$ cat config.mk
export PLATFORM = sky130hd
export DESIGN_NAME = outport_uart_tx_flat
export DESIGN_NICKNAME = d
export VERILOG_FILES = /design/src/rtl/outport_uart_tx_if.sv /design/src/rtl/outport_uart_tx.sv /design/src/flat_wrapper.sv
export SDC_FILE = /design/constraint.sdc
export NUM_CORES = 1
export LEC_CHECK = 0
export ABC_AREA = 1
export BUFFER_PORTS_ARGS = -buffer_cell sky130_fd_sc_hd__buf_4
export CORE_UTILIZATION = 40
export DETAILED_ROUTE_END_ITERATION = 16
export SETUP_SLACK_MARGIN = 0.5
export SKIP_CTS_REPAIR_TIMING = 1
export SYNTH_ARGS = -nofsm -noshare
export SYNTH_HDL_FRONTEND = slang
export SYNTH_SLANG_ARGS = --single-unit
$ cat constraint.sdc
create_clock -name clk -period 2.95 [get_ports clk]
set_input_delay 0.295 -clock clk [delete_from_list [all_inputs] [get_ports clk]]
set_output_delay 0.295 -clock clk [all_outputs]
set_load 0.02 [all_outputs]
$ cat src/rtl/outport_uart_tx_if.sv
// CPU-side output-port bus: write strobe/data, overflow clear, status and the serial line.
interface outport_uart_tx_if;
  logic        wr_en;
  logic [31:0] wr_data;
  logic        clr_ovf;
  logic        full;
  logic        busy;
  logic        overflow;
  logic        tx;

  modport master (
    output wr_en, wr_data, clr_ovf,
    input  full, busy, overflow, tx
  );

  modport slave (
    input  wr_en, wr_data, clr_ovf,
    output full, busy, overflow, tx
  );
endinterface

$ cat src/rtl/outport_uart_tx.sv
// Output-port UART transmitter: word FIFO feeding four 8-N-1 frames per word, LSB byte first.
module outport_uart_tx #(
  parameter int unsigned CLKS_PER_BIT = 16,
  parameter int unsigned DEPTH        = 4
) (
  input  logic              clk,
  input  logic              rst,
  outport_uart_tx_if.slave  bus
);

  localparam int unsigned AW = $clog2(DEPTH);
  localparam int unsigned CW = $clog2(CLKS_PER_BIT);
  localparam logic [CW-1:0] BAUD_LAST = CW'(CLKS_PER_BIT - 1);
  localparam logic [AW:0]   FULL_CNT  = (AW+1)'(DEPTH);

  typedef enum logic [1:0] {IDLE, START, DATA, STOP} state_t;

  state_t        state_q, state_d;
  logic [CW-1:0] baud_q, baud_d;
  logic [2:0]    bit_q, bit_d;
  logic [1:0]    byte_q, byte_d;
  logic [31:0]   shift_q, shift_d;
  logic [AW-1:0] wr_ptr_q, wr_ptr_d, rd_ptr_q, rd_ptr_d;
  logic [AW:0]   count_q, count_d;
  logic          full_q, full_d;
  logic          busy_q, busy_d;
  logic          ovf_q, ovf_d;
  logic          tx_q, tx_d;
  logic [31:0]   mem [DEPTH];

  logic          push_c, pop_c, drop_c, bit_end_c;
  logic [7:0]    cur_byte_c;

  // Full is judged on the pre-edge count, so a write on a pop edge while full is still dropped.
  assign push_c    = bus.wr_en & ~full_q;
  assign drop_c    = bus.wr_en & full_q;
  assign pop_c     = (state_q == IDLE) && (count_q != '0);
  assign bit_end_c = (baud_q == BAUD_LAST);

  // Next-state, datapath and status computation.
  always_comb begin
    state_d    = state_q;
    baud_d     = baud_q;
    bit_d      = bit_q;
    byte_d     = byte_q;
    shift_d    = shift_q;
    tx_d       = 1'b1;
    cur_byte_c = 8'h00;

    case (state_q)
      IDLE: begin
        if (pop_c) begin
          state_d = START;
          baud_d  = '0;
          bit_d   = '0;
          byte_d  = '0;
          shift_d = mem[rd_ptr_q];
        end
      end
      START: begin
        if (bit_end_c) begin
          state_d = DATA;
          baud_d  = '0;
          bit_d   = '0;
        end else begin
          baud_d = baud_q + CW'(1);
        end
      end
      DATA: begin
        if (bit_end_c) begin
          baud_d = '0;
          if (bit_q == 3'd7) begin
            state_d = STOP;
          end else begin
            bit_d = bit_q + 3'd1;
          end
        end else begin
          baud_d = baud_q + CW'(1);
        end
      end
      STOP: begin
        if (bit_end_c) begin
          baud_d = '0;
          if (byte_q != 2'd3) begin
            byte_d  = byte_q + 2'd1;
            shift_d = {8'h00, shift_q[31:8]};
            state_d = START;
          end else begin
            state_d = IDLE;
          end
        end else begin
          baud_d = baud_q + CW'(1);
        end
      end
      default: state_d = IDLE;
    endcase

    // Line level follows the state being entered so tx stays aligned with the state register.
    cur_byte_c = shift_d[7:0];
    case (state_d)
      START:   tx_d = 1'b0;
      DATA:    tx_d = cur_byte_c[bit_d];
      default: tx_d = 1'b1;
    endcase

    wr_ptr_d = push_c ? wr_ptr_q + AW'(1) : wr_ptr_q;
    rd_ptr_d = pop_c  ? rd_ptr_q + AW'(1) : rd_ptr_q;
    case ({push_c, pop_c})
      2'b10:   count_d = count_q + (AW+1)'(1);
      2'b01:   count_d = count_q - (AW+1)'(1);
      default: count_d = count_q;
    endcase

    full_d = (count_d == FULL_CNT);
    busy_d = (count_d != '0) || (state_d != IDLE);
    if (drop_c) begin
      ovf_d = 1'b1;
    end else if (bus.clr_ovf) begin
      ovf_d = 1'b0;
    end else begin
      ovf_d = ovf_q;
    end
  end

  // State and status registers; reset aborts any frame and empties the FIFO.
  always_ff @(posedge clk or negedge rst) begin
    if (!rst) begin
      state_q  <= IDLE;
      baud_q   <= '0;
      bit_q    <= '0;
      byte_q   <= '0;
      shift_q  <= '0;
      wr_ptr_q <= '0;
      rd_ptr_q <= '0;
      count_q  <= '0;
      full_q   <= 1'b0;
      busy_q   <= 1'b0;
      ovf_q    <= 1'b0;
      tx_q     <= 1'b1;
    end else begin
      state_q  <= state_d;
      baud_q   <= baud_d;
      bit_q    <= bit_d;
      byte_q   <= byte_d;
      shift_q  <= shift_d;
      wr_ptr_q <= wr_ptr_d;
      rd_ptr_q <= rd_ptr_d;
      count_q  <= count_d;
      full_q   <= full_d;
      busy_q   <= busy_d;
      ovf_q    <= ovf_d;
      tx_q     <= tx_d;
    end
  end

  // FIFO storage; contents need no reset since the pointers define validity.
  always_ff @(posedge clk) begin
    if (push_c) begin
      mem[wr_ptr_q] <= bus.wr_data;
    end
  end

  assign bus.full     = full_q;
  assign bus.busy     = busy_q;
  assign bus.overflow = ovf_q;
  assign bus.tx       = tx_q;

endmodule

$ cat src/flat_wrapper.sv
// flat-port wrapper written by rule: the top's interface ports become plain ports
module outport_uart_tx_flat 
#(
  parameter int unsigned CLKS_PER_BIT = 16,
  parameter int unsigned DEPTH        = 4
)
  (clk, rst, bus_wr_en, bus_wr_data, bus_clr_ovf, bus_full, bus_busy, bus_overflow, bus_tx);
  outport_uart_tx_if bus_i ();
  input  logic clk;
  input  logic rst;
  input wire logic [$bits(bus_i.wr_en)-1:0] bus_wr_en;
  input wire logic [$bits(bus_i.wr_data)-1:0] bus_wr_data;
  input wire logic [$bits(bus_i.clr_ovf)-1:0] bus_clr_ovf;
  output wire logic [$bits(bus_i.full)-1:0] bus_full;
  output wire logic [$bits(bus_i.busy)-1:0] bus_busy;
  output wire logic [$bits(bus_i.overflow)-1:0] bus_overflow;
  output wire logic [$bits(bus_i.tx)-1:0] bus_tx;
  assign bus_i.wr_en = bus_wr_en;
  assign bus_i.wr_data = bus_wr_data;
  assign bus_i.clr_ovf = bus_clr_ovf;
  assign bus_full = bus_i.full;
  assign bus_busy = bus_i.busy;
  assign bus_overflow = bus_i.overflow;
  assign bus_tx = bus_i.tx;
  outport_uart_tx #(.CLKS_PER_BIT(CLKS_PER_BIT), .DEPTH(DEPTH)) u_core (.clk(clk), .rst(rst), .bus(bus_i));
endmodule
==> flow_summary.yaml, run 1 <==
sta:
  min_period_ns: 2.28
  drv_slew: 0
  setup_viol: 0
  finalHoldViolCount: 0
  fin_skew_ns: 0.00593
  slew_headroom: 0.537
  clock.fmax_mhz: 438
  rsz0062_at_grt: "false"
  min_period_over_period: 0.773
  tightestPinTransition_ns: 0.695
  setup_tns_ns: 0
  hold_slack_ns: 0.0646
logic_synthesis:
  yosysUniqueCellTypes: 41
  muxShareOfSynthArea: 0
  synth_seq_area_share: 0.679
  avgSynthCellArea_sq_um: 11.4
  yosys.area.top_type: "edfxtp_1"
  synthFlopType: "edfxtp_1"
  synth_nets: 721
  synth_top_family_by_area: "simple AND/OR/NAND/NOR gates"
  yosys.area.top_type_share: 0.502
  yosys.area_share.simple: 0.181
  synth_seq_cells: 182
  synth_compound_area_frac: 0.0703
  yosys.area_share.xor_xnor: 0.00687
  synthCells: 672
  synth_area_leaders: "edfxtp_1 (50%), dfrtp_1 (17%), nand2_1 (10%), nand3_1 (3.7%), nor2_1 (2.1%)"
  async_flop_share: 0.297
  netlist_area_sq_um: 7650
  yosys.area_share.adder: 0.0222
  yosys_warnings: 0
  synth_edf_count: 128
place:
  post_dp_cell_area_sq_um: 8180
  io_buffers: 39
  dpl.hpwl_um: 9670
  place.gp.congestion: 0.829
power:
  leakage_nw: 3.54
  netSwitchingFraction: 0.249
  total_power_w: 0.00598
  ir_drop_v: 0.000327
  p_sw_w: 0.00149
  p_int_w: 0.00449
  power_density_nw_per_um2: 682
  seq_power_share: 0.541
  clkPwrFrac: 0.356
  power_frac_comb: 0.103
worst_setup_path:
  worstPathRequired_ns: 3.26
  crit_arrival_ns: 2.59
  crit_fanout: 6
  critPathCaptureType: "register"
  startpoint_type: "register"
  critPathKind: "register to register"
clock_tree:
  clock_path_buffers: 2
  cts_tree: "built"
  cts_root_buffer: "clkbuf_16"
  insertion_delay_ns: 0.42
  numClockSinks: 182
  path_clk_slew_ns: 0.07
  htreeDepth: 4
  cts_buffers: 17
drt:
  dr_wl_met2_um: 8020
  wire_per_inst_um: 16.6
  vias: 4946
  drt_iter0_drc: 337
  drt_wl_total_um: 16000
  ant_nets: 0
  dr_wl_met3_um: 493
  top_layer_used: "met4"
  drcViolationCount: 0
  dr.pass1.iters: 7
  met1_length_um: 7050
  via_per_inst: 5.15
global_routing:
  grt_pass1_wl_um: 25800
  antenna_found_initial: 0
  grt_pass1_vias: 4971
  overflow: 0
  grt_usage: 0.173
  grt_max_degree: 65
die:
  die_w_um: 140
  pin_count: 40
  die_y_um: 140
  dieArea_sq_um: 19700
  fp.coreArea_sq_um: 18700
  rows: 50
  start_util: 0.409
final_layout:
  syn2layout_area_growth_pct: 14.5
  n_antenna_cell: 0
  fin_area_sq_um: 8760
  final_common_cell: "nand2_1"
  num-nets-final: 762
  fillerInstances: 1627
  area.sequential_sq_um: 5200
  drive_above_1_share: 0.150
  layout_common_cells: "nand2_1 (210), edfxtp_1 (128), nand3_1 (57), dfrtp_1 (52), buf_4 (48)"
  multi_input_area_sq_um: 2170
min_path:
  holdCritPathClass: "primary input to register"
status:
  status: "finished clean"
run:
  maxCapViolCount: 0
## stage by stage
stage               worst slack, ns   util  instances
CTS                           0.562  0.467        959
global route                  0.514  0.468        960
global placement              0.663  0.438        927
detailed placement            0.543  0.438        927
finish                        0.669  0.468        960
floorplan                     0.472      -        672
## worst max-delay path, cell delays in order (launching register included)
cell      delay [ns]
dfrtp_1         0.44
inv_2           0.13
ha_4            0.18
nand2_1         0.10
clkinv_1        0.07
ha_1            0.13
inv_1           0.06
fa_1            0.47
o21ai_0         0.10
or2_2           0.32
nor2_1          0.10
nand2_1         0.05
## state kept, by name, indices dropped and copies added, names as in the netlist
name                 cells
u_core.bus.busy          1
u_core.rd_ptr_q          2
u_core.bus.overflow      1
u_core.baud_q            4
u_core.shift_q          32
u_core.count_q           3
u_core.state_q           2
u_core.wr_ptr_q          2
u_core.bus.tx            1
u_core.mem             128
u_core.bus.full          1
u_core.byte_q            2
u_core.bit_q             3
## metal layers
metal,GRT usage,vias to the layer above
met2,0.298,108
li1,-,2400
met1,0.217,2410
met5,0,-
met4,0.0763,0
met3,0.0263,28
## kinds of logic after synthesis
kind of cell	Yosys count
DFF	182
AOI/OAI and AO/OA	75
adders and majority gates	13
and+or+nand+nor	326
xor gates and xnor gates	6
buffers and inverters	70
## power by group through the flow
| stage | clock [W] | combinational, W | sequential, W |
|---|---|---|---|
| final | 0.00213 | 0.000614 | 0.00323 |
| after global routing | 0.00227 | 0.000691 | 0.00326 |
| after CTS | 0.00215 | 0.000628 | 0.00324 |
| after detailed placement | 0 | 0.000627 | 0.00329 |
| after global placement | 0 | 0.000604 | 0.00328 |
| after floorplan | 0 | 0.000350 | 0.00328 |
## cells in the mapped netlist (2+ instances only)
library cell / count
a32oi_1: 16
inv_1: 39
clkbuf_1: 6
buf_6: 2
nand4_1: 3
edfxtp_1: 128
o22ai_2: 3
o41ai_1: 7
buf_2: 14
xnor2_1: 2
nand2_2: 2
nor2_1: 43
o22ai_1: 6
a21oi_1: 20
o21ai_0: 14
ha_1: 12
xor2_1: 4
clkinv_1: 2
nand3_1: 57
dfrtp_1: 53
nor2_4: 2
buf_1: 5
nand2_1: 210
nand2_4: 3
o21ai_2: 3
## cell type report
cell class / instances / area share
Sequential cell: 182 / 0.593
Clock inverter: 13 / 0.0140
Multi-Input combinational cell: 420 / 0.247
Tap cell: 234 / 0.0334
Timing Repair Buffer: 50 / 0.0446
Inverter: 42 / 0.0180
Clock buffer: 19 / 0.0494
## worst paths after layout
check / from / end / slack [ns] / cells after the start
max: u_core.state_q[0] / u_core.bus.busy / 0.67 / 11
max reg2reg: u_core.state_q[0] / u_core.bus.busy / 0.67 / 11
min: bus_wr_data[20] / u_core.mem[1][20] / 0.06 / 1
max in group asynchronous: rst / u_core.rd_ptr_q[0] / 2.00 / 2
min in group asynchronous: rst / u_core.wr_ptr_q[0] / 0.45 / 2
min reg2reg: u_core.shift_q[7] / u_core.shift_q[7] / 0.48 / 2
Power figures use the tool's default switching activity.
==> run 2, diff against run 1 <==
==> constraint.sdc (replaced) <==
create_clock -name clk -period 1.91 [get_ports clk]
set_input_delay 0.191 -clock clk [delete_from_list [all_inputs] [get_ports clk]]
set_output_delay 0.191 -clock clk [all_outputs]
set_load 0.02 [all_outputs]
==> run 2 against run 1 <==
Compared with the run above: the run now ends with negative hold slack, negative setup slack left; setup slack got worse by 0.73 ns; register-to-register slack got worse by 0.73 ns; critical path depth unchanged; clock-buffer cell count decreased by 2; routed wire length increased by 16%; clock power increased by 63%; largest power group unchanged; final area increased by 16%; utilization increased by 7.7 points; power increased by 72%; final cell count increased by 8.6%.
==> flow_summary.yaml, run 2 (synthesis results as in run 1) <==
global_routing:
  overflow: 0
  grt_max_degree: 55
  grt_usage: 0.179
  grt_pass1_wl_um: 26800
  grt_pass1_vias: 5167
  antenna_found_initial: 0
worst_setup_path:
  crit_arrival_ns: 2.29
  worstPathRequired_ns: 2.23
  r2r_cells: 11
  timing.rr.start: "u_core.state_q[0]"
  startpoint_type: "register"
  r2r_end: "u_core.bus.busy"
  r2r_setup_slack_ns: -0.06
  crit_fanout: 3
  critPathKind: "register to register"
  critPathCaptureType: "register"
final_layout:
  layout_common_cells: "nand2_1 (202), edfxtp_1 (128), buf_4 (70), nand3_1 (54), dfrtp_1 (50)"
  drive_above_1_share: 0.268
  fin_area_sq_um: 10200
  syn2layout_area_growth_pct: 33.3
  n_antenna_cell: 0
  stdcell_count: 1043
  largest_register_ffs: 128
  final_util: 0.545
  num-nets-final: 845
  regMostFlops: "u_core.mem"
  reg_top3: "u_core.mem (128), u_core.shift_q (32), u_core.baud_q (4)"
  final_common_cell: "nand2_1"
drt:
  dr.pass1.iters: 5
  vias: 5433
  via_per_inst: 5.21
  wire_per_inst_um: 17.8
  drt_iter0_drc: 402
  drt_wl_total_um: 18600
  ant_nets: 0
  drcViolationCount: 0
power:
  clkPwrFrac: 0.338
  leakage_nw: 4.11
  p_sw_w: 0.00265
  p_int_w: 0.00765
  power_frac_comb: 0.177
  total_power_w: 0.0103
  seq_power_share: 0.485
  power_density_nw_per_um2: 1010
  netSwitchingFraction: 0.257
  ir_drop_v: 0.000623
clock_tree:
  cts_buffers: 17
  numClockSinks: 182
  cts_tree: "built"
  htreeDepth: 4
  path_clk_slew_ns: 0.07
  insertion_delay_ns: 0.43
  clock_path_buffers: 2
  cts_root_buffer: "clkbuf_16"
sta:
  hold_slack_ns: -0.00113
  rsz0062_at_grt: "true"
  min_period_over_period: 1.03
  fin_skew_ns: 0.0133
  min_period_ns: 1.97
  setup_ws_ns: -0.0636
  slew_headroom: 0.500
  setup_viol: 2
  finalHoldViolCount: 1
  tightestPinTransition_ns: 0.751
  clock.fmax_mhz: 507
  drv_slew: 0
place:
  place.gp.congestion: 0.828
  dp_cells: 943
  dpl.hpwl_um: 9870
  pre_cts_ws_ns: -0.0432
  post_dp_cell_area_sq_um: 8480
  io_buffers: 39
die:
  rows: 50
  die_y_um: 140
  pin_count: 40
  start_util: 0.409
  fp.coreArea_sq_um: 18700
  die_w_um: 140
  dieArea_sq_um: 19700
min_path:
  holdCritPathClass: "primary input to register"
  worstHoldEndpoint: "u_core.bus.overflow"
  hold_path.startpoint: "bus_wr_en"
  whs_path_depth: 3
status:
  status: "finished with violations"
  violations: "negative hold slack, negative setup slack"
run:
  maxCapViolCount: 0
[run 2: cell count changes in the layout (fill, tap and decap cells not counted), sizes merged]
cell | previous run | this run
clkbuf | 19 | 25
dlygate4sd3 | 1 | 34
bufinv | 1 | 2
inv | 44 | 47
buf | 49 | 91
clkinvlp | 4 | 2
[run 2: power by group through the flow]
stage	Sequential [W]	Combinational (W)	Clock, W
final	0.00499	0.00183	0.00348
after CTS	0.00499	0.00115	0.00353
after floorplan	0.00507	0.000596	0
after detailed placement	0.00507	0.00115	0
after global routing	0.00503	0.00196	0.00367
after global placement	0.00506	0.00112	0
[run 2: per-stage QoR]
step           setup TNS, ns  hold WS [ns]
2_1_floorplan         -0.378        -0.105
3_3_place_gp               0         0.280
3_5_place_dp          -0.106         0.292
4_1_cts               -0.180        -0.167
5_1_grt               -0.520        0.0134
6_report              -0.107      -0.00113
[run 2: layout make-up]
cell class,instances,area [sq um]
fillers,1553,8500
flip-flops and latches,182,5200
multi-input cells,420,2470
repair buffers,133,1470
clock buffers,17,425
well taps,234,293
inverters,42,178
clock inverters,15,165
[run 2: worst max-delay path, stage by stage, from the launching register on]
cell and delay [ns]:
dfrtp_1 0.42, inv_2 0.09, ha_4 0.14, nand2_4 0.05
clkinv_4 0.05, ha_4 0.13, inv_4 0.03, fa_2 0.52
o21ai_2 0.06, or2_4 0.22, nor2_1 0.08, nand2_1 0.06
[run 2: worst max path at each step]
stage / start / endpoint / slack, ns
2_1_floorplan: u_core.state_q[0] / u_core.bus.busy / -0.19
4_1_cts: u_core.state_q[1] / u_core.bus.tx / -0.06
3_3_place_gp: u_core.state_q[0] / u_core.bus.busy / 0.01
6_report: u_core.state_q[0] / u_core.bus.busy / -0.06
5_1_grt: u_core.state_q[0] / u_core.bus.full / -0.18
3_5_place_dp: u_core.state_q[1] / u_core.bus.tx / -0.04
[run 2: per-layer routing]
metal,share of wire,GRT usage,vias to the layer above
met4,0.040,0.0781,0
met5,0,0,-
li1,-,-,2570
met1,0.43,0.231,2685
met3,0.045,0.0359,42
met2,0.48,0.294,136
